File: src/rtl/window_pkg.sv
// Shared types and elaboration helpers for the window buffer.
//   win_state_t : EMPTY (no tile), ACTIVE (windows pending), DONE (tile consumed)
//   num_pos     : window positions per axis for a TILE/K/STRIDE combination
//   pos_w       : bit width of a position index, never less than 1
package window_pkg;

  typedef enum logic [1:0] {
    EMPTY  = 2'd0,
    ACTIVE = 2'd1,
    DONE   = 2'd2
  } win_state_t;

  function automatic int num_pos(input int tile, input int k, input int stride);
    return (tile - k) / stride + 1;
  endfunction

  function automatic int pos_w(input int n);
    return (n > 1) ? $clog2(n) : 1;
  endfunction

endpackage

File: src/rtl/window_pos_counter.sv
// Raster-order window position counter.
// Ports:
//   clk, n_rst : clock, asynchronous active-low reset
//   clear      : return to (0,0); takes priority over advance
//   advance    : step to the next position; ignored at the final position
//   row, col   : current window position
//   last       : position is (N-1, N-1)
module window_pos_counter #(
  parameter int N  = 2,
  parameter int PW = 1
) (
  input  logic          clk,
  input  logic          n_rst,
  input  logic          clear,
  input  logic          advance,
  output logic [PW-1:0] row,
  output logic [PW-1:0] col,
  output logic          last
);

  localparam logic [PW-1:0] MAX_POS = PW'(N - 1);

  assign last = (row == MAX_POS) && (col == MAX_POS);

  // The final position is held so the last window stays visible in DONE.
  always_ff @(posedge clk or negedge n_rst) begin
    if (!n_rst) begin
      row <= '0;
      col <= '0;
    end else if (clear) begin
      row <= '0;
      col <= '0;
    end else if (advance && !last) begin
      if (col == MAX_POS) begin
        col <= '0;
        row <= row + PW'(1);
      end else begin
        col <= col + PW'(1);
      end
    end
  end

endmodule

File: src/rtl/window_buffer.sv
// Tile buffer presenting a K x K convolution window that steps through a
// TILE x TILE tile in raster order by STRIDE on every calc_done.
// Ports:
//   clk, n_rst    : clock, asynchronous active-low reset
//   load_enable   : capture tile_pixels and restart at window (0,0)
//   tile_pixels   : incoming tile, [row][col]
//   calc_done     : engine consumed the current window
//   conv_pixels   : current window, [row][col]; zero while no tile is held
//   win_valid     : a window is pending consumption
//   win_row/col   : current window position
//   tile_done     : one-cycle pulse after the last window is consumed
//   busy          : windows remain for the current tile
module window_buffer import window_pkg::*; #(
  parameter  int PIX_W  = 4,
  parameter  int TILE   = 4,
  parameter  int K      = 3,
  parameter  int STRIDE = 1,
  localparam int N      = num_pos(TILE, K, STRIDE),
  localparam int PW     = pos_w(N)
) (
  input  logic                                 clk,
  input  logic                                 n_rst,
  input  logic                                 load_enable,
  input  logic [TILE-1:0][TILE-1:0][PIX_W-1:0] tile_pixels,
  input  logic                                 calc_done,
  output logic [K-1:0][K-1:0][PIX_W-1:0]       conv_pixels,
  output logic                                 win_valid,
  output logic [PW-1:0]                        win_row,
  output logic [PW-1:0]                        win_col,
  output logic                                 tile_done,
  output logic                                 busy
);

  if (K > TILE || ((TILE - K) % STRIDE) != 0) begin : g_param_check
    $error("window_buffer: need K <= TILE and (TILE-K) divisible by STRIDE");
  end

  localparam int TIW = (TILE > 1) ? $clog2(TILE) : 1;

  win_state_t state, state_next;
  logic [TILE-1:0][TILE-1:0][PIX_W-1:0] tile;
  logic advance;
  logic last;

  // A load always wins over calc_done, so a simultaneous pair never pulses tile_done.
  assign advance = (state == ACTIVE) && calc_done && !load_enable;

  window_pos_counter #(.N(N), .PW(PW)) u_pos (
    .clk     (clk),
    .n_rst   (n_rst),
    .clear   (load_enable),
    .advance (advance),
    .row     (win_row),
    .col     (win_col),
    .last    (last)
  );

  always_ff @(posedge clk or negedge n_rst) begin
    if (!n_rst) begin
      state <= EMPTY;
    end else begin
      state <= state_next;
    end
  end

  always_comb begin
    state_next = state;
    if (load_enable) begin
      state_next = ACTIVE;
    end else if (advance && last) begin
      state_next = DONE;
    end
  end

  always_ff @(posedge clk or negedge n_rst) begin
    if (!n_rst) begin
      tile      <= '0;
      tile_done <= 1'b0;
    end else begin
      tile_done <= advance && last;
      if (load_enable) begin
        tile <= tile_pixels;
      end
    end
  end

  assign win_valid = (state == ACTIVE);
  assign busy      = (state == ACTIVE);

  // Window select: combinational from registered tile and position so the
  // window is present in the same cycle as win_valid.
  always_comb begin
    conv_pixels = '0;
    if (state != EMPTY) begin
      for (int r = 0; r < K; r++) begin
        for (int c = 0; c < K; c++) begin
          conv_pixels[r][c] = tile[TIW'(int'(win_row) * STRIDE + r)]
                                  [TIW'(int'(win_col) * STRIDE + c)];
        end
      end
    end
  end

endmodule

File: config.mk
export PLATFORM = sky130hd
export DESIGN_NAME = window_buffer
export DESIGN_NICKNAME = d
export VERILOG_FILES = /design/src/rtl/window_pkg.sv /design/src/rtl/window_pos_counter.sv /design/src/rtl/window_buffer.sv
export SDC_FILE = /design/constraint.sdc
export NUM_CORES = 1
export LEC_CHECK = 0
export CORE_ASPECT_RATIO = 0.8
export CORE_UTILIZATION = 23
export DETAILED_ROUTE_END_ITERATION = 8
export PLACE_DENSITY_LB_ADDON = 0.2
export SLEW_MARGIN = 20
export SYNTH_ARGS = -nofsm -noshare
export SYNTH_HDL_FRONTEND = slang
export SYNTH_SLANG_ARGS = --single-unit
File: constraint.sdc
create_clock -name clk -period 1.7 [get_ports clk]
set_clock_uncertainty 0.15 [all_clocks]
set_input_delay 0.51 -clock clk [delete_from_list [all_inputs] [get_ports clk]]
set_output_delay 0.51 -clock clk [all_outputs]
set_load 0.005 [all_outputs]
==> summary.md, run 1 <==
| Metric | Value |
|---|---|
| Detailed Route WL | `11.1 mm` |
| Detailed-route DRC error count | `3` |
| Netlist area before placement | `0.00345 mm^2` |
| GRT overflow | `0` |
| Outcome | `complete, but fails checks` |
| Placed wire-length estimate after detailed placement | `7.61 mm` |
| Peak supply drop | `0.000493 V` |
| Compound-gate portion of the synthesized area | `0.0848` |
| Total of flip-flops plus latches after synthesis | `69` |
| Root cell of the clock tree | `sky130_fd_sc_hd__clkbuf_16` |
| Placeable Area | `0.0144 mm^2` |
| Synth Area in Simple Gates | `0.0167` |
| Final net count | `482` |
| Setup CP Type | `reg2out` |
| Setup crit start kind | `register` |
| Violations in the final reports | `design-rule violations, negative setup slack` |
| Required time of the worst setup path | `1.04 ns` |
| Clock tree from TritonCTS | `built` |
| Number of failing hold endpoints at the final stage | `0` |
| Vias per cell | `4.56` |
| Total nets after synthesis | `324` |
| Leak | `0.00237 uW` |
| Fmax achieved | `0.418 GHz` |
| Power per standard cell area | `895 mW/mm^2` |
| Post-synth EDFFs | `0` |
| Post-synthesis adder-cell area fraction | `0` |
| Post-synth cell types | `22` |
| Final number of setup-violating endpoints | `40` |
| Dominant cells by area after synthesis | `sky130_fd_sc_hd__dfrtp_1 50%, sky130_fd_sc_hd__mux2_2 21%, sky130_fd_sc_hd__mux2i_1 14%` |
| Sum of negative setup slack | `-21.78 ns` |
| Antenna violations before repair | `0` |
| Post-DP Area | `0.00493 mm^2` |
| CTS H-tree lvls | `3` |
| Input/output buffers | `108` |
| Most common library cell in the layout ignoring fill and taps | `sky130_fd_sc_hd__dfrtp_1` |
| Area of the die | `0.0155 mm^2` |
| Fraction of final layout cells with drive strength greater than 1 | `0.566` |
| Drt first-iter violations | `123` |
| Least setup slack across all paths after layout | `-0.691 ns` |
| Library cell with the largest summed area after synthesis | `sky130_fd_sc_hd__dfrtp_1` |
| Vias in the first global route | `2,957` |
| Standard-cell row count | `39` |
| Routed length per instance | `18.4 um` |
| Flip-flop cell with the highest count after synthesis | `sky130_fd_sc_hd__dfrtp_1` |
| Time the final worst path needs with I/O delays and setup | `2.39 ns` |
| Commonest cells after routing, fill and taps aside | `66 x sky130_fd_sc_hd__dfrtp_1, 65 x sky130_fd_sc_hd__clkdlybuf4s50_1, 64 x sky130_fd_sc_hd__mux2_2` |
| Layout filler cell count | `1,379` |
| Finished layout cell area | `0.00593 mm^2` |
| Fraction of synthesized area in multiplexers | `0.348` |
| Ratio of final minimum period to clock period | `1.41` |
| Area delta synth->final | `71.8%` |
| Chip width | `139 um` |
| Max capacitance violation total | `0` |
| Number of warnings issued by yosys | `0` |
| Crit Path Max Fanout | `5` |
| Crit end category | `output pin` |
| Pre-CTS setup slack | `-0.657 ns` |
| Final max-slew violation count | `0` |
| Proportion of synthesized flip-flops having asynchronous set or reset | `1.00` |
| Die H | `112 um` |
| Post-route ant nets | `0` |
| Fraction of synthesized cell area taken by the top area cell type | `0.500` |
| Clk pin slew, worst setup/hold paths | `0.05 ns` |
| Kind of cell adding the most delay to the critical path | `buffers and inverters` |
| RSZ-0062 raised after global routing | `yes` |
| First drt pass iteration count | `8` |
| Io pins | `109` |
| RD Place Congestion | `0.744` |
| Global-route wire length before repair | `17.2 mm` |
| Syn Area/Cell | `13.5 um^2` |
| Worst-path cell chain | `buf_12 > buf_16 > buf_8 > mux2i_4 > o22ai_1 > buf_2` |
| Clock Latency Late Sink | `0.33 ns` |
| Data arrival, critical path | `1.73 ns` |
| Maximum number of pins on one net before global-route repair | `32` |
| Overall fraction of global-route tracks in use | `0.149` |
| ANT cells | `0` |
| Largest stage delay on the critical path | `0.49 ns` |
| Type of the worst min-delay path | `reg2reg` |
| Synth Area in XOR/XNOR | `0` |
| Sequential share of the synthesized area | `0.500` |
| Largest family of logic cells by synthesized area | `multiplexers` |
| Worst-case clock buffer depth | `2` |
| Number of buffers created by CTS | `9` |
| Initial core utilization | `0.239` |
| Relative slew slack | `0.821` |
| Worst-Margin Slew | `0.261 ns` |
| CP max-delay cell | `sky130_fd_sc_hd__dfrtp_2` |
| Num Clock Sinks | `69` |
| Cells after Synth | `256` |
| Count of vias placed by the detailed router | `2,741` |
| Worst path bufs/invs | `4` |
flip-flops by register name (all words and copies together), names as in the netlist:
| name | cells |
|---|---|
| tile | 64 |
| state | 2 |
| tile_done | 1 |
| u_pos.col | 1 |
| u_pos.row | 1 |
power breakdown:
group          switching (uW)  total [uW]  internal (uW)
sequential                178        1980           1800
clock                     680        1730           1050
combinational             630        1600            968
total                    1490        5310           3820
per-stage QoR:
| stage | util | hold WS (ns) | total power [uW] | cells |
|---|---|---|---|---|
| global route | 0.411 | 0.367 | 5570 | 601 |
| global placement | 0.342 | 0.237 | 3300 | 554 |
| finish | 0.411 | 0.359 | 5310 | 601 |
| floorplan | - | 0.0644 | 2490 | 256 |
| CTS | 0.401 | 0.361 | 5270 | 598 |
| detailed placement | 0.342 | 0.237 | 3300 | 554 |
cell type report:
class | count | area [um^2] | area share
repair buffers | 170 | 1680 | 0.283
clock buffers | 12 | 256 | 0.0433
multi-input cells | 162 | 2010 | 0.340
well taps | 184 | 230 | 0.0388
flip-flops and latches | 69 | 1730 | 0.292
inverters | 2 | 7.51 | 0.00127
clock inverters | 2 | 10.0 | 0.00169
Yosys cell counts (2+ instances only):
library cell,n
sky130_fd_sc_hd__mux2i_1,48
sky130_fd_sc_hd__dfrtp_1,69
sky130_fd_sc_hd__o22ai_1,36
sky130_fd_sc_hd__buf_6,4
sky130_fd_sc_hd__inv_1,2
sky130_fd_sc_hd__buf_4,10
sky130_fd_sc_hd__mux2_2,64
sky130_fd_sc_hd__buf_2,9
timing repair:
item,4_1_cts,5_1_grt
gates resized for setup,230,32
pin swaps,31,19
endpoints found under the setup margin,41,41
endpoints found under the hold margin,12,0
setup buffers,27,8
hold buffers,1,0
gates cloned,3,0
routing by layer:
layer | track usage | vias to the layer above | wire (um)
li1 | - | 1292 | -
met1 | 0.210 | 1372 | 5340
met2 | 0.224 | 68 | 5130
met3 | 0.0400 | 9 | 519
met4 | 0.0400 | 0 | 86
met5 | 0 | - | 0
kinds of logic after synthesis:
kind of cell,count (synthesis)
AOI/OAI and AO/OA,42
buffers and inverters,25
DFF,69
muxes,112
and+or+nand+nor,8
path summary, 6_finish.rpt:
| path | from | to | slack, ns | depth (start not counted) |
|---|---|---|---|---|
| setup reg to reg | u_pos.row | u_pos.col | -0.01 | 6 |
| hold reg to reg | tile[14] | tile[14] | 0.36 | 1 |
| hold / removal | tile[14] | tile[14] | 0.36 | 1 |
| min in group asynchronous | n_rst | tile[0] | 0.43 | 2 |
| max in group asynchronous | n_rst | state[1] | 0.52 | 3 |
| setup / recovery | u_pos.row | conv_pixels[31] | -0.69 | 6 |
worst register-to-register path: cells and delay by family, from the launching register on:
family	cells	cell delay, ns
buf+inv	4	0.52
flops	1	0.49
compound gates	1	0.26
simple gates	1	0.17
Power figures use the tool's default switching activity.
==> run 2: changes to the inputs <==
--- a/config.mk
+++ b/config.mk
@@ -6,7 +6,7 @@
 export NUM_CORES = 1
 export LEC_CHECK = 0
 export CORE_ASPECT_RATIO = 0.8
-export CORE_UTILIZATION = 23
+export CORE_UTILIZATION = 46
 export DETAILED_ROUTE_END_ITERATION = 8
 export PLACE_DENSITY_LB_ADDON = 0.2
 export SLEW_MARGIN = 20
==> constraint.sdc (replaced) <==
create_clock -name clk -period 2.27 [get_ports clk]
set_clock_uncertainty 0.15 [all_clocks]
set_input_delay 0.681 -clock clk [delete_from_list [all_inputs] [get_ports clk]]
set_output_delay 0.681 -clock clk [all_outputs]
set_load 0.005 [all_outputs]
==> summary.md, run 2 (same netlist as run 1, synthesis figures left out) <==
| Metric | Value |
|---|---|
| Vias per cell | `5.82 (+28%)` |
| Leading registers by flop count | `tile x64, state x2` |
| Power per standard cell area | `689 mW/mm^2 (-23%)` |
| Relative slew slack | `0.665 (-0.157)` |
| Power share of the sequential group | `0.378 (+0.005)` |
| Comb pwr share | `0.304 (+0.003)` |
| Standard-cell row count | `27 (-31%)` |
| Count of vias placed by the detailed router | `2,838 (+3.5%)` |
| Worst-Margin Slew | `0.496 ns (+0.235 ns)` |
| Maximum number of pins on one net before global-route repair | `70 (+120%)` |
| Final net count | `464 (-3.7%)` |
| Vias in the first global route | `2,986 (+0.98%)` |
| Setup CP Type | `reg2out` |
| Root cell of the clock tree | `sky130_fd_sc_hd__clkbuf_8` |
| Number of failing hold endpoints at the final stage | `0 (unchanged)` |
| Net switching power | `1110 uW (-25%)` |
| Fraction of final layout cells with drive strength greater than 1 | `0.564 (-0.00236)` |
| Crit Path Max Fanout | `5 (unchanged)` |
| Input/output buffers | `108 (unchanged)` |
| Area of the die | `0.00785 mm^2 (-49%)` |
| Outcome | `complete, but fails checks` |
| Chip width | `98.8 um (-29%)` |
| Io pins | `109 (unchanged)` |
| Placeable Area | `0.00706 mm^2 (-51%)` |
| Routed length per instance | `22.3 um (+21%)` |
| Hold bufs inserted after CTS | `0 (-1)` |
| Largest register by flop count | `tile` |
| Detailed-route DRC error count | `0 (-3)` |
| Initial core utilization | `0.489 (+0.250)` |
| RSZ-0062 raised after global routing | `yes` |
| Max reg flops | `64 (unchanged)` |
| RD Place Congestion | `0.748 (+0.60%)` |
| Final max-slew violation count | `0 (unchanged)` |
| Detailed Route WL | `10.9 mm (-1.6%)` |
| Fmax achieved | `0.403 GHz` |
| Crit end category | `output pin` |
| Least setup slack across all paths after layout | `-0.214 ns (+0.477 ns)` |
| Critical Path Source | `u_pos.row` |
| Die H | `79.5 um (-29%)` |
| Required time of the worst setup path | `1.44 ns (+0.40 ns)` |
| Final number of setup-violating endpoints | `36 (-10%)` |
| ANT cells | `0 (unchanged)` |
| Worst hold slack | `0.190 ns (-0.170 ns)` |
| Ratio of final minimum period to clock period | `1.09` |
| Drt first-iter violations | `134 (+8.9%)` |
| Met2 usage | `0.483 (+0.259)` |
| Max capacitance violation total | `0 (unchanged)` |
| Num Clock Sinks | `69 (unchanged)` |
| Worst-case clock buffer depth | `2 (unchanged)` |
| Type of the worst min-delay path | `in2async` |
| Internal reg-to-reg setup slack | `0.53 ns (+0.54 ns)` |
| Fraction of power spent switching nets | `0.283 (+0.00235)` |
| Layer with the highest usage | `met2` |
| Clock Latency Late Sink | `0.35 ns (+0.02 ns)` |
| GRT overflow | `0 (unchanged)` |
| Antenna violations before repair | `0 (unchanged)` |
| Post-DP Area | `0.00472 mm^2 (-4.3%)` |
| Finished layout cell area | `0.00571 mm^2 (-3.7%)` |
| Time the final worst path needs with I/O delays and setup | `2.48 ns` |
| Overall fraction of global-route tracks in use | `0.288 (+0.139)` |
| Leak | `0.00228 uW (-3.7%)` |
| Global-route wire length before repair | `16.6 mm (-3.4%)` |
| First drt pass iteration count | `4 (-4)` |
| Clk pin slew, worst setup/hold paths | `0.08 ns (+0.03 ns)` |
| Post-route ant nets | `0 (unchanged)` |
| Sum of negative setup slack | `-6.16 ns (+15.62 ns)` |
| Peak supply drop | `0.000374 V (-24%)` |
| Cell internal pwr | `2820 uW (-26%)` |
| Data arrival, critical path | `1.65 ns (-0.08 ns)` |
| CTS H-tree lvls | `3 (unchanged)` |
| Number of buffers created by CTS | `9 (unchanged)` |
| Layout filler cell count | `402 (-71%)` |
| Met3 Use GR | `0.0683 (+0.0283)` |
| Total chip power | `3940 uW (-26%)` |
| Violations in the final reports | `negative setup slack` |
| Area delta synth->final | `65.4%` |
| Critical register-to-register path startpoint | `u_pos.row` |
| Setup crit start kind | `register` |
| Part of the total power dissipated in the clock network | `0.318 (-0.007)` |
| Clock tree from TritonCTS | `built` |
| Commonest cells after routing, fill and taps aside | `66 x sky130_fd_sc_hd__clkdlybuf4s50_1, 66 x sky130_fd_sc_hd__dfrtp_1, 64 x sky130_fd_sc_hd__mux2_2` |
| Met1 Use GR | `0.369 (+0.159)` |
| Placed wire-length estimate after detailed placement | `6.03 mm (-21%)` |
run 2: changes by cell type in the layout (fill, tap and decap cells not counted), moves of 4 or more:
cell / previous run / this run
sky130_fd_sc_hd__buf_12: 16 / 9
sky130_fd_sc_hd__buf_16: 2 / 7
sky130_fd_sc_hd__buf_4: 25 / 12
sky130_fd_sc_hd__clkbuf_16: 9 / 2
sky130_fd_sc_hd__clkbuf_8: 2 / 10
sky130_fd_sc_hd__mux2i_1: 23 / 19
run 2: final timing paths:
| check | to | cells after the start |
|---|---|---|
| setup / recovery | conv_pixels[10] | 6 |
| hold / removal | tile[12] | 2 |
| setup reg to reg | u_pos.col | 6 |
| hold reg to reg | tile[1] | 1 |
| max in group asynchronous | u_pos.row | 2 |
| min in group clk | tile[1] | 1 |
run 2: layout make-up:
type                            instances  area (um^2)  share of cell area
Timing Repair Buffer                  152         1560               0.274
Clock buffer                           11          141              0.0248
Multi-Input combinational cell        162         2050               0.359
Inverter                                2         7.51             0.00131
Clock inverter                          5          108              0.0188
Sequential cell                        69         1730               0.303
Tap cell                               87          109              0.0191
run 2: power by group through the flow:
stage | Clock (uW) | Combinational, uW | Sequential, uW
after floorplan | 0 | 437 | 1430
after global placement | 0 | 942 | 1460
after detailed placement | 0 | 951 | 1460
after CTS | 1260 | 1090 | 1470
after global routing | 1310 | 1260 | 1500
final | 1250 | 1200 | 1490
run 2: per-layer routing:
metal	vias to the layer above	share of wire
li1	1256	-
met5	-	0
met1	1453	0.43
met2	117	0.49
met4	0	0.011
met3	12	0.063
run 2: what timing repair did:
action	CTS	global route
pin swaps	19	19
gates resized for setup	230	26
endpoints found under the setup margin	40	37
buffers inserted	16	2
cloned	7	2
run 2: metrics by stage:
step	setup WS, ns	instances	utilization
after global routing	-0.271	488	0.809
after CTS	-0.193	485	0.781
final	-0.214	488	0.809
after global placement	-0.155	447	0.669
after detailed placement	-0.152	447	0.669
after floorplan	0.400	256	-
run 2: worst max-delay path, stage by stage (launching register included):
cell                      delay (ns)
sky130_fd_sc_hd__dfrtp_2        0.46
sky130_fd_sc_hd__buf_6          0.15
sky130_fd_sc_hd__buf_12         0.12
sky130_fd_sc_hd__buf_16         0.13
sky130_fd_sc_hd__mux2i_1        0.19
sky130_fd_sc_hd__o22ai_1        0.12
sky130_fd_sc_hd__buf_2          0.14
